--- config.mk ---
export PLATFORM = sky130hd
export DESIGN_NAME = axim_outstanding_limiter
export DESIGN_NICKNAME = d
export VERILOG_FILES = /design/src/rtl/axim_outstanding_limiter_pkg.sv /design/src/rtl/axim_outstanding_limiter_credit_cnt.sv /design/src/rtl/axim_outstanding_limiter.sv
export SDC_FILE = /design/constraint.sdc
export NUM_CORES = 1
export LEC_CHECK = 0
export ABC_AREA = 0
export BUFFER_PORTS_ARGS = -buffer_cell sky130_fd_sc_hd__buf_2
export CORE_AREA = 4 4 248 250
export CTS_CLUSTER_SIZE = 10
export DETAILED_ROUTE_END_ITERATION = 16
export DIE_AREA = 0 0 252 254
export GPL_TIMING_DRIVEN = 0
export PLACE_DENSITY_LB_ADDON = 0.2
export SLEW_MARGIN = 40
export SYNTH_ARGS = -nofsm -noshare
export SYNTH_HDL_FRONTEND = slang
export SYNTH_SLANG_ARGS = --single-unit
--- constraint.sdc ---
create_clock -name aclk -period 5.3 [get_ports aclk]
set_clock_uncertainty 0.1 [all_clocks]
set_input_delay 1.06 -clock aclk [delete_from_list [all_inputs] [get_ports aclk]]
set_output_delay 1.06 -clock aclk [all_outputs]
set_load 0.01 [all_outputs]
--- src/rtl/axim_outstanding_limiter_pkg.sv ---
// Shared constants and credit-update helpers for the AXI outstanding-transaction limiter.
package axim_outstanding_limiter_pkg;

    localparam int AXI_OUTSTANDING_DEF = 8;
    localparam int OUTSTANDING_BITS    = 8;
    localparam int AXI_ID_W            = 4;
    localparam int AXI_ADDR_W          = 32;
    localparam int AXI_DATA_W          = 64;

    typedef enum logic [1:0] {
        CR_HOLD      = 2'd0,
        CR_INC       = 2'd1,
        CR_DEC       = 2'd2,
        CR_UNDERFLOW = 2'd3
    } credit_op_e;

    // Simultaneous issue and completion cancel out, even at zero or full.
    function automatic credit_op_e credit_op(input logic inc, input logic dec,
                                             input logic empty, input logic full);
        credit_op_e op;
        op = CR_HOLD;
        if (inc && !dec && !full) begin
            op = CR_INC;
        end else if (dec && !inc) begin
            op = empty ? CR_UNDERFLOW : CR_DEC;
        end
        return op;
    endfunction

endpackage

--- src/rtl/axim_outstanding_limiter_credit_cnt.sv ---
// Per-direction credit tracker: saturating in-flight count, full flag,
// wrapping stall counter and a single-cycle underflow pulse.
module axi_credit_cnt
    import axim_outstanding_limiter_pkg::*;
#(
    parameter int MAX = AXI_OUTSTANDING_DEF
) (
    input  logic                        aclk,
    input  logic                        aresetn,
    input  logic                        inc,
    input  logic                        dec,
    input  logic                        req_pending,
    output logic [OUTSTANDING_BITS-1:0] cnt,
    output logic                        full,
    output logic [31:0]                 stall_cycles,
    output logic                        underflow
);

    localparam logic [OUTSTANDING_BITS-1:0] MAX_CNT = OUTSTANDING_BITS'(MAX);
    localparam logic [OUTSTANDING_BITS-1:0] ONE     = OUTSTANDING_BITS'(1);

    credit_op_e op;

    // cnt is held at 0 in reset and MAX >= 1, so full is low during reset.
    assign full      = (cnt == MAX_CNT);
    assign op        = credit_op(inc, dec, (cnt == '0), full);
    assign underflow = (op == CR_UNDERFLOW);

    always_ff @(posedge aclk or negedge aresetn) begin
        if (!aresetn) begin
            cnt <= '0;
        end else begin
            case (op)
                CR_INC:  cnt <= cnt + ONE;
                CR_DEC:  cnt <= cnt - ONE;
                default: cnt <= cnt;
            endcase
        end
    end

    always_ff @(posedge aclk or negedge aresetn) begin
        if (!aresetn) begin
            stall_cycles <= '0;
        end else if (req_pending && full) begin
            stall_cycles <= stall_cycles + 32'd1;
        end
    end

endmodule

--- src/rtl/axim_outstanding_limiter.sv ---
// AXI4 passthrough that caps in-flight read and write bursts by gating AR/AW
// issue, and reports occupancy, stall statistics and a sticky underflow flag.
module axim_outstanding_limiter
    import axim_outstanding_limiter_pkg::*;
#(
    parameter int MAX_OUTSTANDING_RD = AXI_OUTSTANDING_DEF,
    parameter int MAX_OUTSTANDING_WR = AXI_OUTSTANDING_DEF,
    parameter int ID_W               = AXI_ID_W,
    parameter int ADDR_W             = AXI_ADDR_W,
    parameter int DATA_W             = AXI_DATA_W
) (
    input  logic                        aclk,
    input  logic                        aresetn,
    // upstream AR
    input  logic [ID_W-1:0]             s_axi_arid,
    input  logic [ADDR_W-1:0]           s_axi_araddr,
    input  logic [7:0]                  s_axi_arlen,
    input  logic [2:0]                  s_axi_arsize,
    input  logic [1:0]                  s_axi_arburst,
    input  logic                        s_axi_arlock,
    input  logic [3:0]                  s_axi_arcache,
    input  logic [2:0]                  s_axi_arprot,
    input  logic [3:0]                  s_axi_arqos,
    input  logic                        s_axi_arvalid,
    output logic                        s_axi_arready,
    // upstream AW
    input  logic [ID_W-1:0]             s_axi_awid,
    input  logic [ADDR_W-1:0]           s_axi_awaddr,
    input  logic [7:0]                  s_axi_awlen,
    input  logic [2:0]                  s_axi_awsize,
    input  logic [1:0]                  s_axi_awburst,
    input  logic                        s_axi_awlock,
    input  logic [3:0]                  s_axi_awcache,
    input  logic [2:0]                  s_axi_awprot,
    input  logic [3:0]                  s_axi_awqos,
    input  logic                        s_axi_awvalid,
    output logic                        s_axi_awready,
    // upstream W
    input  logic [DATA_W-1:0]           s_axi_wdata,
    input  logic [DATA_W/8-1:0]         s_axi_wstrb,
    input  logic                        s_axi_wlast,
    input  logic                        s_axi_wvalid,
    output logic                        s_axi_wready,
    // upstream R
    output logic [ID_W-1:0]             s_axi_rid,
    output logic [DATA_W-1:0]           s_axi_rdata,
    output logic [1:0]                  s_axi_rresp,
    output logic                        s_axi_rlast,
    output logic                        s_axi_rvalid,
    input  logic                        s_axi_rready,
    // upstream B
    output logic [ID_W-1:0]             s_axi_bid,
    output logic [1:0]                  s_axi_bresp,
    output logic                        s_axi_bvalid,
    input  logic                        s_axi_bready,
    // downstream AR
    output logic [ID_W-1:0]             m_axi_arid,
    output logic [ADDR_W-1:0]           m_axi_araddr,
    output logic [7:0]                  m_axi_arlen,
    output logic [2:0]                  m_axi_arsize,
    output logic [1:0]                  m_axi_arburst,
    output logic                        m_axi_arlock,
    output logic [3:0]                  m_axi_arcache,
    output logic [2:0]                  m_axi_arprot,
    output logic [3:0]                  m_axi_arqos,
    output logic                        m_axi_arvalid,
    input  logic                        m_axi_arready,
    // downstream AW
    output logic [ID_W-1:0]             m_axi_awid,
    output logic [ADDR_W-1:0]           m_axi_awaddr,
    output logic [7:0]                  m_axi_awlen,
    output logic [2:0]                  m_axi_awsize,
    output logic [1:0]                  m_axi_awburst,
    output logic                        m_axi_awlock,
    output logic [3:0]                  m_axi_awcache,
    output logic [2:0]                  m_axi_awprot,
    output logic [3:0]                  m_axi_awqos,
    output logic                        m_axi_awvalid,
    input  logic                        m_axi_awready,
    // downstream W
    output logic [DATA_W-1:0]           m_axi_wdata,
    output logic [DATA_W/8-1:0]         m_axi_wstrb,
    output logic                        m_axi_wlast,
    output logic                        m_axi_wvalid,
    input  logic                        m_axi_wready,
    // downstream R
    input  logic [ID_W-1:0]             m_axi_rid,
    input  logic [DATA_W-1:0]           m_axi_rdata,
    input  logic [1:0]                  m_axi_rresp,
    input  logic                        m_axi_rlast,
    input  logic                        m_axi_rvalid,
    output logic                        m_axi_rready,
    // downstream B
    input  logic [ID_W-1:0]             m_axi_bid,
    input  logic [1:0]                  m_axi_bresp,
    input  logic                        m_axi_bvalid,
    output logic                        m_axi_bready,
    // status
    output logic [OUTSTANDING_BITS-1:0] rd_outstanding,
    output logic [OUTSTANDING_BITS-1:0] wr_outstanding,
    output logic [31:0]                 rd_stall_cycles,
    output logic [31:0]                 wr_stall_cycles,
    output logic                        err_underflow
);

    logic rd_full, wr_full;
    logic rd_inc, rd_dec, wr_inc, wr_dec;
    logic rd_underflow, wr_underflow;

    assign m_axi_arid    = s_axi_arid;
    assign m_axi_araddr  = s_axi_araddr;
    assign m_axi_arlen   = s_axi_arlen;
    assign m_axi_arsize  = s_axi_arsize;
    assign m_axi_arburst = s_axi_arburst;
    assign m_axi_arlock  = s_axi_arlock;
    assign m_axi_arcache = s_axi_arcache;
    assign m_axi_arprot  = s_axi_arprot;
    assign m_axi_arqos   = s_axi_arqos;
    assign m_axi_arvalid = s_axi_arvalid & ~rd_full;
    assign s_axi_arready = m_axi_arready & ~rd_full;

    assign m_axi_awid    = s_axi_awid;
    assign m_axi_awaddr  = s_axi_awaddr;
    assign m_axi_awlen   = s_axi_awlen;
    assign m_axi_awsize  = s_axi_awsize;
    assign m_axi_awburst = s_axi_awburst;
    assign m_axi_awlock  = s_axi_awlock;
    assign m_axi_awcache = s_axi_awcache;
    assign m_axi_awprot  = s_axi_awprot;
    assign m_axi_awqos   = s_axi_awqos;
    assign m_axi_awvalid = s_axi_awvalid & ~wr_full;
    assign s_axi_awready = m_axi_awready & ~wr_full;

    // W is deliberately ungated: AXI4 allows write data ahead of its address.
    assign m_axi_wdata   = s_axi_wdata;
    assign m_axi_wstrb   = s_axi_wstrb;
    assign m_axi_wlast   = s_axi_wlast;
    assign m_axi_wvalid  = s_axi_wvalid;
    assign s_axi_wready  = m_axi_wready;

    assign s_axi_rid     = m_axi_rid;
    assign s_axi_rdata   = m_axi_rdata;
    assign s_axi_rresp   = m_axi_rresp;
    assign s_axi_rlast   = m_axi_rlast;
    assign s_axi_rvalid  = m_axi_rvalid;
    assign m_axi_rready  = s_axi_rready;

    assign s_axi_bid     = m_axi_bid;
    assign s_axi_bresp   = m_axi_bresp;
    assign s_axi_bvalid  = m_axi_bvalid;
    assign m_axi_bready  = s_axi_bready;

    assign rd_inc = m_axi_arvalid & m_axi_arready;
    assign rd_dec = m_axi_rvalid & s_axi_rready & m_axi_rlast;
    assign wr_inc = m_axi_awvalid & m_axi_awready;
    assign wr_dec = m_axi_bvalid & s_axi_bready;

    axi_credit_cnt #(.MAX(MAX_OUTSTANDING_RD)) u_rd_credit (
        .aclk         (aclk),
        .aresetn      (aresetn),
        .inc          (rd_inc),
        .dec          (rd_dec),
        .req_pending  (s_axi_arvalid),
        .cnt          (rd_outstanding),
        .full         (rd_full),
        .stall_cycles (rd_stall_cycles),
        .underflow    (rd_underflow)
    );

    axi_credit_cnt #(.MAX(MAX_OUTSTANDING_WR)) u_wr_credit (
        .aclk         (aclk),
        .aresetn      (aresetn),
        .inc          (wr_inc),
        .dec          (wr_dec),
        .req_pending  (s_axi_awvalid),
        .cnt          (wr_outstanding),
        .full         (wr_full),
        .stall_cycles (wr_stall_cycles),
        .underflow    (wr_underflow)
    );

    always_ff @(posedge aclk or negedge aresetn) begin
        if (!aresetn) begin
            err_underflow <= 1'b0;
        end else if (rd_underflow || wr_underflow) begin
            err_underflow <= 1'b1;
        end
    end

endmodule

==> Yosys cells after proc, flatten, opt, wreduce, memory -nomap -nowiden <==
Index checks and enable logic that the tools add are counted.
{ "word_totals": {"out_inout_bits": 363, "ff_bits": 81, "input_bits": 284, "wordCells": 57} }
{ "op_classes": {"n_eq_ne": 8, "n_bitwise": 11, "reduce_logical": 19, "addsub": 6, "muxes": 8} }
{ "op_table": {"columns": ["op", "n"], "rows": [
  ["$add 32x1->32 const B", 2],
  ["$pmux 8 s2", 2],
  ["$add 8x1->8 const B", 2],
  ["$eq 8x4->1 const B", 2],
  ["$logic_not 8->1", 2],
  ["$sub 8x1->8 const B", 2],
  ["$and 1x1->1", 9],
  ["$eq 2x2->1 const B", 4],
  ["$logic_and 1x1->1", 8],
  ["$mux 2", 4],
  ["$logic_not 1->1", 6],
  ["$eq 2x1->1 const B", 2],
  ["$reduce_bool 2->1", 2],
  ["$mux 1", 2],
  ["$not 1->1", 2],
  ["$logic_or 1x1->1", 1]
]} }

==> Logic depth before layout (Yosys ltp) <==
{ "depth": {"ltp_word": 10, "depth_mapped": 13, "depth_no_buf": 13} }

==> Cells and area by module <==
Synthesis repeated with hierarchy kept, for this count alone.
{ "hier_totals": {"hier_cells": 690, "hier_area_um2": 6459.9} }
{ "by_module_without_submodules": {"columns": ["module", "cells_per_inst", "n_inst", "area_each_um2", "seq_area_each_um2"], "rows": [
  ["axi_credit_cnt", 201, 2, 2143.3, 1001.0],
  ["axim_outstanding_limiter", 288, 1, 2173.3, 25.0]
]} }

==> Least setup slack after synthesis <==
Ideal clock, no wire load.
{ "synth_path": {"path_kind": "input port to flip-flop", "from": "input port m_axi_rvalid", "to": "register u_rd_credit.cnt[7]", "cell_stages": 11, "setup_slack_ps": 1791, "arrival_ps": 3329, "required_ps": 5121, "n_path_buf": 0, "setup_time_ps": 79, "path_cell_list": "nand3_1 -> and3_1 -> a21oi_1 -> nor2_1 -> a21oi_1 -> ha_1 -> ha_1 -> or3_1 -> or3b_2 -> a221oi_1 -> xor2_1"} }
{ "synth_via": {"elab_chain_cells": 8, "elab_cells_between_ends": 12, "cone_classes": "2 x eq/ne; 3 x mux; 2 x bitwise; 5 x reduce/logical"} }
{ "synth_lines": {"columns": ["element", "line_no", "text"], "rows": [
  ["from (decl)", "axim_outstanding_limiter.sv:91", "input logic m_axi_rvalid,"],
  ["$and 1x1->1 * (2 in series)", "axim_outstanding_limiter.sv:154", "assign rd_dec = m_axi_rvalid & s_axi_rready & m_axi_rlast;"],
  ["$logic_not 1->1", "axim_outstanding_limiter_pkg.sv:22", "if (inc && !dec && !full) begin"],
  ["$logic_and 1x1->1 (2 in series)", "axim_outstanding_limiter_pkg.sv:22", null],
  ["$mux 2 *", "axim_outstanding_limiter_pkg.sv:22", null],
  ["$eq 2x2->1 / $eq 2x1->1 (equally long branches)", "axim_outstanding_limiter_credit_cnt.sv:33", "case (op)"],
  ["$pmux 8 s2 / $reduce_bool 2->1 (equally long branches)", null, null],
  ["to (signal assigned)", "axim_outstanding_limiter_credit_cnt.sv:34", "CR_INC: cnt <= cnt + ONE;"],
  ["to (signal assigned)", "axim_outstanding_limiter_credit_cnt.sv:35", "CR_DEC: cnt <= cnt - ONE;"],
  ["to (signal assigned)", "axim_outstanding_limiter_credit_cnt.sv:36", "default: cnt <= cnt;"],
  ["to (decl)", "axim_outstanding_limiter_credit_cnt.sv:13", "output logic [OUTSTANDING_BITS-1:0] cnt,"]
]} }
Every way passes the cells marked *; elsewhere a longest branch is shown, timed or not.
A chain may end at the register's enable or synchronous reset.

==> Worst setup path after layout <==
{ "layout_path": {"from": "register u_wr_credit.cnt[7]", "to": "register u_wr_credit.cnt[6]"} }
{ "layout_via": {"elab_chain_cells": 10, "elab_cells_between_ends": 17, "cone_classes": "3 x eq/ne; 4 x mux; 3 x bitwise; 7 x reduce/logical"} }
{ "layout_lines": {"columns": ["element", "line_no", "text"], "rows": [
  ["from (decl)", "axim_outstanding_limiter_credit_cnt.sv:13", null],
  ["from (signal assigned)", "axim_outstanding_limiter_credit_cnt.sv:34", null],
  ["from (signal assigned)", "axim_outstanding_limiter_credit_cnt.sv:35", null],
  ["from (signal assigned)", "axim_outstanding_limiter_credit_cnt.sv:36", null],
  ["$eq 8x4->1", "axim_outstanding_limiter_credit_cnt.sv:25", "assign full = (cnt == MAX_CNT);"],
  ["$not 1->1", "axim_outstanding_limiter.sv:131", "assign m_axi_awvalid = s_axi_awvalid & ~wr_full;"],
  ["$and 1x1->1", "axim_outstanding_limiter.sv:131", null],
  ["$and 1x1->1", "axim_outstanding_limiter.sv:155", "assign wr_inc = m_axi_awvalid & m_axi_awready;"],
  ["$logic_not 1->1", "axim_outstanding_limiter_pkg.sv:24", "end else if (dec && !inc) begin"],
  ["$logic_and 1x1->1", "axim_outstanding_limiter_pkg.sv:24", null],
  ["$mux 2", "axim_outstanding_limiter_pkg.sv:24", null],
  ["$mux 2 *", "axim_outstanding_limiter_pkg.sv:22", null],
  ["$eq 2x2->1 / $eq 2x1->1 (equally long branches)", "axim_outstanding_limiter_credit_cnt.sv:33", null],
  ["$pmux 8 s2 / $reduce_bool 2->1 (equally long branches)", null, null]
]} }
Marked as above.

==> reports/metrics.yaml <==
instances_no_fill: 1861
ant_nets: 0
areaGrowthSynthToFinish_pct: 49.6
crit_path_start_kind: "flip-flop"
die_h_um: 254
power.density_nw_per_um2: 245
gp_congestion: 0.759
netlist_area_um2: 6400
relSlewSlack_pct: 57.7
final_nets: 1386
crit_cells: 12
slowest_delay_ns: 0.60
async_reset_ff_share_pct: 100
synth_nets: 1001
clkPwrFrac_pct: 27.4
cp-end-kind: "flip-flop"
start_util_pct: 10.8
hold_depth: 1
ys_warn_count: 0
fillers: 6776
drive_above_1_share_pct: 62.4
grt_use_total_pct: 7.49
grt_pass1_wl_mm: 36.1
startpoint: "u_wr_credit.cnt[7]$_DFFE_PN0P_"
fmax_ghz: 0.255
dp.cells: 1844
p_int_mw: 1.45
slew_viol_final: 0
die_area_um2: 64000
wl_mm: 26.4
finalCritPeriodShare_pct: 74.1
finalCriticalPeriod_ns: 3.93
via_per_inst: 3.14
regArea_um2: 2030
htreeDepth: 3
route.detailed.drc: 0
swShare_pct: 38.1
timing.rr.start: "u_wr_credit.cnt[7]$_DFFE_PN0P_"
grt_pass1_vias: 5728
cts_tree: "done"
ir_worst_vdd_mv: 0.148
drtIter0Drc: 216
ys_ff_latch: 81
ys.flop_type: "dfrtp_1"
power.share.combinational_pct: 38.9
critPathBufInv: 1
cts_root_buf: "clkbuf_16"
path_clk_slew_ns: 0.08
grt_overflow: 0
critical_path_class: "reg2reg"
syn_inst: 697
path_cells: "or4_4 -> nor2_1 -> nand2_1 -> a31oi_1 -> ha_1 -> inv_1 -> fa_1 -> nor2b_1 -> o21ai_0 -> a21boi_0 -> or4_1 -> nand3_1"
crit_required_ns: 5.46
post_cts_buffers: 0
p_seq_share_pct: 33.7
grt_max_degree: 60
rsz0062_at_grt: "false"
synth_edf_count: 0
status: "completed"
port_buffers: 373
setup_tns_ns: 0
io_pins: 647
holdCritStartpoint: "u_wr_credit.stall_cycles[31]$_DFFE_PN0P_"
worstPathArrival_ns: 4.09
die_x_um: 252
min_path_type: "reg2reg"
core_um2: 59000
cts_buffers: 9
synth_seq_area_share_pct: 31.7
critPathMaxFanout: 8
dpl.hpwl_mm: 22.9
rows: 89
cts_hold_buf: 0
p_leak_nw: 5.05
wl_per_cell_um: 14.2
crit_slowest_cell: "or4_4"
net-switching-power_mw: 0.894
cts.repair.resized: 0
maxCapViolations: 0
cp_top_family: "simple AND/OR/NAND/NOR gates"
antenna_found_initial: 1
vias: 5841
ys_types: 47
setup_viol: 0
clk_path_buf_depth: 2
clk-insertion-delay-late_ns: 0.38
first_pass_iters: 4
multi_input_area_um2: 2210
avgSynthCellArea_um2: 9.18
clkSinkCount: 81
report.final.hold_viol_count: 0
reg2reg_depth: 12
worstMarginPinSlew_ns: 0.630
Yosys cell counts, drive strengths merged, types with 2 or more instances:
cell,n,area (um^2)
ha,18,225
nand4,23,144
or4,4,37.5
o31ai,2,15.0
and4,6,52.6
dfrtp,81,2030
a211oi,5,37.5
a21oi,8,40.0
buf,281,2110
a21o,3,22.5
nor3b,5,37.5
a31oi,3,18.8
nor4,4,55.1
nor2b,3,18.8
and3,7,43.8
nand3,26,130
nand2,41,154
a21boi,3,22.5
inv,15,56.3
nor2,21,78.8
xor2,17,149
o21a,4,30.0
xnor2,54,473
nor4b,4,41.3
fa,2,40.0
and2,7,43.8
or3,3,18.8
nor3,11,60.1
o21ai,19,95.1
nand2b,3,18.8
clkbuf,4,15.0
mux2i,2,20.0
cells by family (layout without fill, tap and decap cells):
family | count (synthesis) | count (layout) | share of synthesized area [%]
AOI/OAI and AO/OA | 51 | 51 | 4.93
xor gates and xnor gates | 71 | 71 | 9.72
adders and majority gates | 20 | 20 | 4.14
buffers and inverters | 300 | 690 | 34.0
DFF | 81 | 81 | 31.7
muxes | 3 | 3 | 0.489
other | 0 | 1 | 0
and+or+nand+nor | 171 | 171 | 15.0
final timing paths:
check	to	slack [ns]
worst max-delay path	u_wr_credit.cnt[6]$_DFFE_PN0P_	1.37
worst min-delay path	u_wr_credit.stall_cycles[31]$_DFFE_PN0P_	0.37
worst max register to register	u_wr_credit.cnt[6]$_DFFE_PN0P_	1.37
worst min register to register	u_wr_credit.stall_cycles[31]$_DFFE_PN0P_	0.37
max in group asynchronous	u_rd_credit.cnt[7]$_DFFE_PN0P_	4.06
min in group asynchronous	u_wr_credit.stall_cycles[27]$_DFFE_PN0P_	0.43
flip-flops by register name (all words and copies together) (netlist names):
register and flops:
err_underflow 1, u_rd_credit.cnt 8, u_rd_credit.stall_cycles 32, u_wr_credit.cnt 8, u_wr_credit.stall_cycles 32
layout make-up:
cell class / instances / area share, %
clock inverter: 7 / 0.627
antenna: 1 / 0.0261
inverter: 15 / 0.588
tap: 773 / 10.1
multi-input combinational: 316 / 23.1
buffer: 285 / 22.2
sequential: 81 / 21.2
timing repair buffer: 374 / 19.9
clock buffer: 9 / 2.35
worst reg2reg max path, delay by kind of cell (launching register included):
family	cells	cell delay, ns
buf+inv	1	0.20
compound gates	3	0.74
fa+ha+maj	2	0.87
simple gates	6	1.48
flops	1	0.43
layer usage:
layer	part of all wire, %	track usage (%)	up-vias
li1	-	-	2811
met1	38	8.88	2722
met2	52	12.8	292
met3	9.1	2.44	16
met4	1.7	2.52	0
met5	0	0	-
power groups by stage:
stage / sequential, mW / combinational, mW / clock [mW]
after global routing: 0.807 / 1.02 / 0.703
after global placement: 0.803 / 0.935 / 0
after CTS: 0.795 / 0.936 / 0.687
after detailed placement: 0.807 / 0.932 / 0
final: 0.790 / 0.913 / 0.642
after floorplan: 0.805 / 0.551 / 0
through the flow:
stage	utilization, %	hold WS (ns)	power [mW]	setup slack (ns)	area [um^2]
after global routing	16.2	0.403	2.53	0.912	9570
final	16.2	0.372	2.35	1.37	9570
after detailed placement	15.7	0.364	1.74	1.02	9290
after global placement	15.6	0.356	1.74	1.04	9230
after floorplan	-	0.404	1.36	1.79	6400
after CTS	16.2	0.374	2.42	1.25	9570
placed cells by master (no fill, tap or decap), types with 9 or more instances in the layout:
master,instances
nand4_1,23
clkbuf_16,9
inv_1,15
nor3_1,10
xor2_1,17
o21ai_0,19
xnor2_1,54
dfrtp_1,81
nand3_1,26
nand2_1,41
nor2_1,21
buf_4,278
buf_2,373
ha_1,18
No activity file was read; power rests on OpenSTA's default activity.
